--- config.mk ---
export PLATFORM = sky130hd
export DESIGN_NAME = cordic_angle_reduce
export DESIGN_NICKNAME = d
export VERILOG_FILES = /design/src/rtl/cordic_pkg.sv /design/src/rtl/cordic_fold.sv /design/src/rtl/cordic_angle_reduce.sv
export SDC_FILE = /design/constraint.sdc
export NUM_CORES = 1
export LEC_CHECK = 0
export CAP_MARGIN = 20
export CORE_ASPECT_RATIO = 1.25
export CORE_MARGIN = 1
export CORE_UTILIZATION = 58
export CTS_CLUSTER_DIAMETER = 100
export DETAILED_ROUTE_END_ITERATION = 8
export GPL_ROUTABILITY_DRIVEN = 0
export PLACE_DENSITY_LB_ADDON = 0.12
export SETUP_SLACK_MARGIN = 0.3
export SYNTH_ARGS = -nofsm -noshare
export SYNTH_HDL_FRONTEND = slang
export SYNTH_SLANG_ARGS = --single-unit
--- constraint.sdc ---
create_clock -name clk -period 8.4 [get_ports clk]
set_input_delay 0.84 -clock clk [delete_from_list [all_inputs] [get_ports clk]]
set_output_delay 0.84 -clock clk [all_outputs]
set_load 0.05 [all_outputs]
--- src/rtl/cordic_pkg.sv ---
`default_nettype none
// ============================================================================
//  Package  : cordic_pkg
//  Purpose  : Shared widths, fixed-point constants and state encoding for the
//             cordic angle pre-reduction stage.
//  Revision : 1.0  initial release
// ============================================================================
package cordic_pkg;

    // Port angle format: signed Q8.8
    localparam int W     = 16;
    localparam int FRAC  = 8;
    // Extra fraction bits carried internally so reduction error stays below
    // one output LSB before the final round.
    localparam int GUARD = 8;
    // Internal word: Q10.(FRAC+GUARD) -- two extra integer bits of headroom
    localparam int IW    = (W - FRAC) + 2 + FRAC + GUARD;

    // Fixed-point constants, 16 fraction bits
    localparam logic signed [IW-1:0] TWO_PI_Q16     = IW'(32'sh0006487F);
    localparam logic signed [IW-1:0] PI_Q16         = IW'(32'sh0003243F);
    localparam logic signed [IW-1:0] HALF_PI_Q16    = IW'(32'sh00019220);
    localparam logic signed [IW-1:0] SIXTEEN_PI_Q16 = IW'(32'sh003243F0);
    localparam logic signed [IW-1:0] DEG180_Q16     = IW'(32'sh00B40000);
    localparam logic signed [IW-1:0] DEG90_Q16      = IW'(32'sh005A0000);

    typedef enum logic [1:0] {
        IDLE   = 2'd0,
        REDUCE = 2'd1,
        FOLD   = 2'd2,
        DONE   = 2'd3
    } red_state_t;

endpackage : cordic_pkg
`default_nettype wire

--- src/rtl/cordic_fold.sv ---
`default_nettype none
// ============================================================================
//  Module   : cordic_fold
//  Purpose  : Combinational quadrant fold of an angle already inside
//             [-P, +P] into [-B, +B], plus round-half-up to Q8.8.
//             B/P = pi/2 / pi in radian mode, 90 / 180 in degree mode.
//  Revision : 1.0  initial release
// ============================================================================
module cordic_fold
    import cordic_pkg::*;
(
    input  logic signed [IW-1:0] i_angle,
    input  logic                 i_radian,
    output logic        [W-1:0]  o_angle,
    output logic                 o_quad_neg
);

    localparam logic signed [IW-1:0] c_round = IW'(1 << (GUARD - 1));

    logic signed [IW-1:0] w_bound;
    logic signed [IW-1:0] w_half_turn;
    logic signed [IW-1:0] w_folded;
    logic signed [IW-1:0] w_rounded;
    logic                 w_neg;
    logic                 w_unused_bits;

    // Mirror across +/-P when outside +/-B; the boundary itself stays put
    always_comb begin
        w_bound     = i_radian ? HALF_PI_Q16 : DEG90_Q16;
        w_half_turn = i_radian ? PI_Q16      : DEG180_Q16;
        w_folded    = i_angle;
        w_neg       = 1'b0;
        if (i_angle > w_bound) begin
            w_folded = w_half_turn - i_angle;
            w_neg    = 1'b1;
        end else if (i_angle < -w_bound) begin
            w_folded = -w_half_turn - i_angle;
            w_neg    = 1'b1;
        end
    end

    // Folded magnitude never exceeds 90, so the Q8.8 slice cannot overflow
    assign w_rounded     = w_folded + c_round;
    assign o_angle       = w_rounded[W+GUARD-1:GUARD];
    assign o_quad_neg    = w_neg;
    assign w_unused_bits = &{1'b0, w_rounded[IW-1:W+GUARD], w_rounded[GUARD-1:0]};

endmodule : cordic_fold
`default_nettype wire

--- src/rtl/cordic_angle_reduce.sv ---
`default_nettype none
// ============================================================================
//  Module   : cordic_angle_reduce
//  Purpose  : Pre-stage for the cordic core. Reduces any signed Q8.8 angle
//             (radians or degrees) into [-pi/2, +pi/2] / [-90, +90] and
//             flags when cos/tan/cot must be negated downstream.
//             Valid/ready handshake on both sides; one request at a time.
//  Options  : CORDIC_RED_COARSE_EN - radian reduction first takes +/-16pi
//             steps while |a| > 16pi, then 2pi steps (worst case 6 steps
//             instead of 20).
//  Revision : 1.0  initial release
// ============================================================================
module cordic_angle_reduce
    import cordic_pkg::*;
(
    input  logic         clk,
    input  logic         rst,
    input  logic         radian_en,
    input  logic         in_valid,
    output logic         in_ready,
    input  logic [W-1:0] angle,
    output logic         out_valid,
    input  logic         out_ready,
    output logic [W-1:0] angle_red,
    output logic         quad_neg,
    output logic         radian_out,
    output logic         busy
);

    localparam logic signed [IW-1:0] c_neg_pi         = -PI_Q16;
`ifdef CORDIC_RED_COARSE_EN
    localparam logic signed [IW-1:0] c_neg_sixteen_pi = -SIXTEEN_PI_Q16;
`endif

    red_state_t           r_state;
    logic signed [IW-1:0] r_acc;
    logic                 r_radian;
    logic                 r_out_valid;
    logic        [W-1:0]  r_angle_red;
    logic                 r_quad_neg;
    logic                 r_radian_out;

    logic signed [IW-1:0] w_ext;
    logic        [W-1:0]  w_fold_angle;
    logic                 w_fold_neg;

    // Q8.8 -> Q10.16: sign-extend two integer bits, append guard zeros
    assign w_ext = {{(IW - W - GUARD){angle[W-1]}}, angle, {GUARD{1'b0}}};

    cordic_fold u_fold (
        .i_angle    (r_acc),
        .i_radian   (r_radian),
        .o_angle    (w_fold_angle),
        .o_quad_neg (w_fold_neg)
    );

    // Sequencer: accept, iterative 2pi reduction, single-cycle fold, hold result
    always_ff @(posedge clk or negedge rst) begin
        if (!rst) begin
            r_state      <= IDLE;
            r_acc        <= '0;
            r_radian     <= 1'b0;
            r_out_valid  <= 1'b0;
            r_angle_red  <= '0;
            r_quad_neg   <= 1'b0;
            r_radian_out <= 1'b0;
        end else begin
            case (r_state)
                IDLE: begin
                    if (in_valid) begin
                        r_acc    <= w_ext;
                        r_radian <= radian_en;
                        // Degree inputs are already within +/-128, no wrap needed
                        r_state  <= radian_en ? REDUCE : FOLD;
                    end
                end
                REDUCE: begin
`ifdef CORDIC_RED_COARSE_EN
                    if (r_acc > SIXTEEN_PI_Q16) begin
                        r_acc <= r_acc - SIXTEEN_PI_Q16;
                    end else if (r_acc < c_neg_sixteen_pi) begin
                        r_acc <= r_acc + SIXTEEN_PI_Q16;
                    end else
`endif
                    if (r_acc > PI_Q16) begin
                        r_acc <= r_acc - TWO_PI_Q16;
                    end else if (r_acc < c_neg_pi) begin
                        r_acc <= r_acc + TWO_PI_Q16;
                    end else begin
                        r_state <= FOLD;
                    end
                end
                FOLD: begin
                    r_angle_red  <= w_fold_angle;
                    r_quad_neg   <= w_fold_neg;
                    r_radian_out <= r_radian;
                    r_out_valid  <= 1'b1;
                    r_state      <= DONE;
                end
                DONE: begin
                    if (out_ready) begin
                        r_out_valid <= 1'b0;
                        r_state     <= IDLE;
                    end
                end
                default: begin
                    r_state <= IDLE;
                end
            endcase
        end
    end

    assign in_ready   = (r_state == IDLE);
    assign busy       = (r_state != IDLE);
    assign out_valid  = r_out_valid;
    assign angle_red  = r_angle_red;
    assign quad_neg   = r_quad_neg;
    assign radian_out = r_radian_out;

endmodule : cordic_angle_reduce
`default_nettype wire

* Word level (Yosys, flattened, before mapping)
Cells that the tools add are included.
** Storage, ports and cells
- Register bits after elaboration :: 48
- Input port bits :: 21
- Output and inout bits :: 21
** Cells by class
- Add/sub/neg operators :: 7
- Muxes and demuxes :: 18
- Reduce and logical (&&, ||, !) cells :: 8
- $lt $le $gt $ge :: 4
- Eq/ne operators :: 8
** Operator list (number)
- 26-bit 2-to-1 mux :: 3
- 24-bit 2-to-1 mux :: 3
- 26-bit case mux with 2 select lines :: 1
- 24-bit subtractor :: 2
- 26-bit by 20-bit adder with 26-bit output (second input constant) :: 1
- 26-bit by 19-bit > comparator with 1-bit output (second input constant) :: 1
- 26-bit by 24-bit > comparator with 1-bit output :: 1
- 26-bit by 19-bit less-than comparator with 1-bit output (second input constant) :: 1
- 26-bit less-than comparator :: 1
- 26-bit negator :: 1
- 26-bit by 20-bit subtractor with 26-bit output (second input constant) :: 1
- 24-bit by 9-bit adder with 24-bit output (second input constant) :: 1
- 24-bit negator :: 1
- 23-bit 2-to-1 mux :: 1
- 2-bit 2-to-1 mux :: 5
- 2-bit != test (second input constant) :: 4
- 2-bit case mux with 4 select lines :: 1
- 2-bit nonzero test :: 3
- 2-bit == test (second input constant) :: 2
- 2-bit AND reduction :: 2
- 4-bit AND reduction :: 1
- 1-bit 2-to-1 mux :: 3
- 3-bit != test (second input constant) :: 1
- 3-bit AND reduction :: 1
- other kinds (3) :: 3

* Depth between registers and ports, before layout
- Depth in word-level cells :: 6
- Mapped depth :: 21
- Depth with buffers taken out :: 21

* Modules after synthesis
A second synthesis with hierarchy kept.
** Unflattened totals
- Cell total of the unflattened synthesis :: 822
- Area, all modules :: 6817.8 um^2
** Modules (own cells, without submodules)
- cordic_angle_reduce :: cells an instance 367, seq. area each 1201.2 um^2, times used 1, area an instance 3484.6 um^2
- cordic_fold :: cells an instance 455, seq. area each 0.0 um^2, times used 1, area an instance 3333.2 um^2

* Worst setup path before layout
Ideal clock, no wire load.
- Path kind :: flip-flop to flip-flop
- Start point :: reg r_acc[6]
- End point :: reg r_acc[24]
- Setup slack :: 3777 ps
- Cell stages (with the launch flop) :: 22
- Required time :: 8323 ps
- Clock period less this slack :: 4623 ps
- Buffers on the path :: 0
- Arrival :: 4545 ps
- Path through :: dfrtp_1 -> inv_1 -> ha_1 -> nand2_1 -> o311ai_0 -> a21boi_0 -> o21ai_0 -> a41oi_1 -> or2_2 -> inv_1 -> ha_1 -> a21o_1 -> a21o_1 -> a21o_1 -> a211oi_1 -> o21ai_0 -> a41oi_1 -> nor3_1 -> o31a_1 -> xor2_1 -> nand2_1 -> a21oi_1
** Between the ends
- Word-level cells in the longest chain between the ends :: 4
- Elaborated cells on any way between the ends :: 9
** RTL lines
- from (decl) :: RTL line cordic_angle_reduce.sv:36 : logic signed [IW-1:0] r_acc;
- from (signal assigned) :: RTL line cordic_angle_reduce.sv:71 : r_acc <= w_ext;
- from (signal assigned) :: RTL line cordic_angle_reduce.sv:86 : r_acc <= r_acc - TWO_PI_Q16;
- from (signal assigned) :: RTL line cordic_angle_reduce.sv:88 : r_acc <= r_acc + TWO_PI_Q16;
- 26-bit by 20-bit adder with 26-bit output :: RTL line cordic_angle_reduce.sv:88
- 26-bit 2-to-1 mux :: RTL line cordic_angle_reduce.sv:87 : end else if (r_acc < c_neg_pi) begin
- 26-bit 2-to-1 mux :: RTL line cordic_angle_reduce.sv:85 : if (r_acc > PI_Q16) begin
- 26-bit case mux with 2 select lines :: RTL line cordic_angle_reduce.sv:68 : case (r_state)
Parallel ways exist; a longest one is shown, timed or not. The select of a mux whose other input is x is not followed.
A chain may end at the register's enable or synchronous reset.

* Worst setup path in the final report
- Start point :: reg r_acc[7]
- End point :: reg r_acc[22]
The elaborated chain is that of the path after synthesis.

==> impl_summary.log <==
INFO  metric setup_tns = 0 ns
INFO  metric report.final.setup_viol = 0
INFO  metric mappedNetlistNets = 986
INFO  metric area_inside_the_core_boundary = roughly 12000 um^2
INFO  metric synth_seq_area_share = 0.174
INFO  metric fin_skew = between 0.006 and 0.007 ns
INFO  metric syn-cell-area = 6890 um^2
INFO  metric cts_hold_buf = 0
INFO  metric first_global_vias = 6285
INFO  metric cp-end-kind = flip-flop
INFO  metric wire_per_inst = between 15 and 20 um
INFO  metric yosysWarningCount = 0
INFO  metric cp.required = between 8 and 9 ns
INFO  metric holdCritPathClass = flip-flop to flip-flop
INFO  metric worst_ep_arrival_time = just under 6 ns
INFO  metric detailed_place_hpwl = about 14 mm
INFO  metric yosysUniqueCellTypes = between 80 and 90
INFO  metric yosys.area.top_type = sky130_fd_sc_hd__ha_1
INFO  metric post_cts.resized_instances = 0
INFO  metric total_number_of_clock_tree_sinks = between 40 and 50
INFO  metric root_driver = sky130_fd_sc_hd__clkbuf_16
INFO  metric cell_chain_critical_path = inv_1 -> ha_1 -> nand2_1 -> o311ai_0 -> a21boi_0 -> o21ai_0 -> a41oi_1 -> or2_2 -> inv_1 -> ha_1 -> a21o_1 -> a21o_1 -> a21o_1 -> a211oi_1 -> o21ai_0 -> a41oi_1 -> nor3_1 -> nor3_1 -> xnor2_1 -> mux2i_1 -> o21ai_0
INFO  metric synth-edff-count = 0
INFO  metric max-clock-path-buffers = 2
INFO  metric synth_top_flop_cell = sky130_fd_sc_hd__dfrtp_1
INFO  metric via_count = 6738
INFO  metric tritoncts = yes
INFO  metric drive_above_1_share = 0.0543
INFO  metric ff2ff_path_depth = 21
INFO  metric synth-seq-cells = between 40 and 50
INFO  metric cts_inserted_buffers = 5
INFO  metric grt_start_max_net_pins = 52
INFO  metric groute.usage.overall = 0.302
INFO  metric post_synth.cell_area_avg = 8.03 um^2
INFO  metric worstSetupPathType = flip-flop to flip-flop
INFO  metric die-area = 12300 um^2
INFO  metric min_period_over_period = 0.666
INFO  metric initial_core_utilization = 0.593
INFO  metric post-synth-top-count-cell = sky130_fd_sc_hd__ha_1
INFO  metric critical-path-max-stage-delay = 0.48 ns
INFO  metric postRouteAntennaNets = 0
INFO  metric clk-insertion-delay-late = about 0.30 ns
INFO  metric slowest_stage = sky130_fd_sc_hd__dfrtp_1
INFO  metric drt_drc_violations_left = 0
INFO  metric max_freq = 179 MHz
INFO  metric post-place-ws = a little under 3 ns
INFO  metric synth_area_leaders = sky130_fd_sc_hd__ha_1 19%, sky130_fd_sc_hd__dfrtp_1 17%, sky130_fd_sc_hd__a21oi_1 4.4%
INFO  metric min_path_cells = 1
INFO  metric initial_antenna_violation_count = 0
INFO  metric core.rowCount = 44
INFO  metric final_max_slew_viol_count = 0
INFO  metric vias_per_cell = around 6.4
INFO  metric path_max_fanout = 14
INFO  metric clock_slew_at_reported_path_ffs = ~0.080 ns
INFO  metric final-hold-violation-count = 0
INFO  metric ioPinCount = 42
INFO  metric drtIter0Drc = 461
INFO  metric dieWidth = roughly 99 um
INFO  metric area_growth_syn_to_layout = 10.2%
INFO  metric antenna-diode-count = 0
INFO  metric detailedRoute.firstPassIterationCount = 5
INFO  metric place.port_buffers = 41
INFO  metric outcome = finished clean
INFO  metric rsz0062_at_grt = false
INFO  metric globalRoute.totalOverflow = 0
INFO  metric synth_commonest_cells = 105 x sky130_fd_sc_hd__ha_1, 73 x sky130_fd_sc_hd__nor2_1, 69 x sky130_fd_sc_hd__nand2_1
INFO  metric die_height = roughly 120 um
INFO  metric max_cap_viol_count = 0
INFO  metric number_of_setup_buffers_added_after_cts = 0
INFO  metric timing.final.ws_setup = about 2.8 ns
INFO  metric nNetsFinal = 1011
INFO  metric timing.max_slew.rel_slack = 0.370
INFO  metric synth.top_cell.area_share = 0.191
INFO  metric start_kind = flip-flop
INFO  metric finalCriticalPeriod = 5.59 ns
INFO  metric worst_margin_pin_slew = 0.921 ns
INFO  metric first_pass_grt_wire_length = between 20 and 30 mm
INFO  metric netlist_instances = 858
INFO  metric clock_tree.htree_level_count = 2
INFO  metric asyncSetResetFlopFracSynth = 1.00
INFO  metric routed_wirelength = 18.5 mm
## path summary, 6_finish.rpt
check,startpoint,to,slack [ns]
worst max-delay path,r_acc[7],r_acc[22],2.81
worst min-delay path,angle_red[7],angle_red[7],0.51
worst max register to register,r_acc[7],r_acc[22],2.81
worst min register to register,angle_red[7],angle_red[7],0.51
max in group asynchronous,rst,radian_out,7.32
min in group asynchronous,rst,angle_red[1],0.65
## sequential cells by signal (all words and copies together), names as in the netlist
| name | cells |
|---|---|
| quad_neg | 1 |
| radian_out | 1 |
| r_radian | 1 |
| r_acc | 26 |
| angle_red | 16 |
| out_valid | 1 |
| r_state | 2 |
## routing by layer
layer | GRT usage | wire length [um] | share of wire | vias up
met5 | 0 | 0 | 0 | -
met4 | 0.122 | 585 | 0.032 | 0
met3 | 0.0292 | 1140 | 0.062 | 46
met2 | 0.548 | 9160 | 0.50 | 299
met1 | 0.366 | 7620 | 0.41 | 3171
li1 | - | - | - | 3222
## stage by stage
step	util	hold slack [ns]	cells	cell area, um^2
2_1_floorplan	-	0.499	858	6890
3_3_place_gp	0.637	0.488	1037	7400
3_5_place_dp	0.637	0.496	1037	7400
4_1_cts	0.654	0.513	1045	7590
5_1_grt	0.654	0.527	1045	7590
6_report	0.654	0.509	1045	7590
## worst max-delay path: cells and delay by family, from the launching register on
family	cells	cell delay, ns
buffers and inverters	2	0.64
AOI/OAI and AO/OA	11	2.45
xor gates and xnor gates	1	0.16
adders and majority gates	2	0.65
muxes	1	0.09
and+or+nand+nor	4	1.05
DFF	1	0.48
## cell type report
cell class	instances	area [um^2]
multi-input combinational	729	5350
fill	993	4020
sequential	48	1200
timing repair buffer	46	443
tap	161	201
inverter	53	199
clock buffer	5	125
clock inverter	3	68.8
## kinds of logic after synthesis
kind of cell | after synthesis | synth area share
AO/OA/AOI/OAI | 260 | 0.263
flip-flops | 48 | 0.174
AND/OR/NAND/NOR | 300 | 0.234
buffers and inverters | 81 | 0.0487
adder cells (fa/ha/maj) | 107 | 0.197
XOR/XNOR | 45 | 0.0572
multiplexers | 17 | 0.0258
## layout by cell type (no fill, tap or decap), types with 12 or more instances in the layout
cell type / n
sky130_fd_sc_hd__nand2b_1: 17
sky130_fd_sc_hd__nand2_1: 69
sky130_fd_sc_hd__nor2b_1: 19
sky130_fd_sc_hd__ha_1: 105
sky130_fd_sc_hd__o21ai_0: 45
sky130_fd_sc_hd__clkdlybuf4s50_1: 40
sky130_fd_sc_hd__nand3_1: 24
sky130_fd_sc_hd__dfrtp_1: 48
sky130_fd_sc_hd__a31oi_1: 13
sky130_fd_sc_hd__inv_1: 52
sky130_fd_sc_hd__a21o_1: 24
sky130_fd_sc_hd__nor3_1: 25
sky130_fd_sc_hd__nand4_1: 12
sky130_fd_sc_hd__nor2_1: 73
sky130_fd_sc_hd__xnor2_1: 28
sky130_fd_sc_hd__xor2_1: 17
sky130_fd_sc_hd__a21oi_1: 61
sky130_fd_sc_hd__a211oi_1: 15
Power is not shown: default switching activity piles up to over one toggle a cycle in this logic, so the estimate is an artifact.
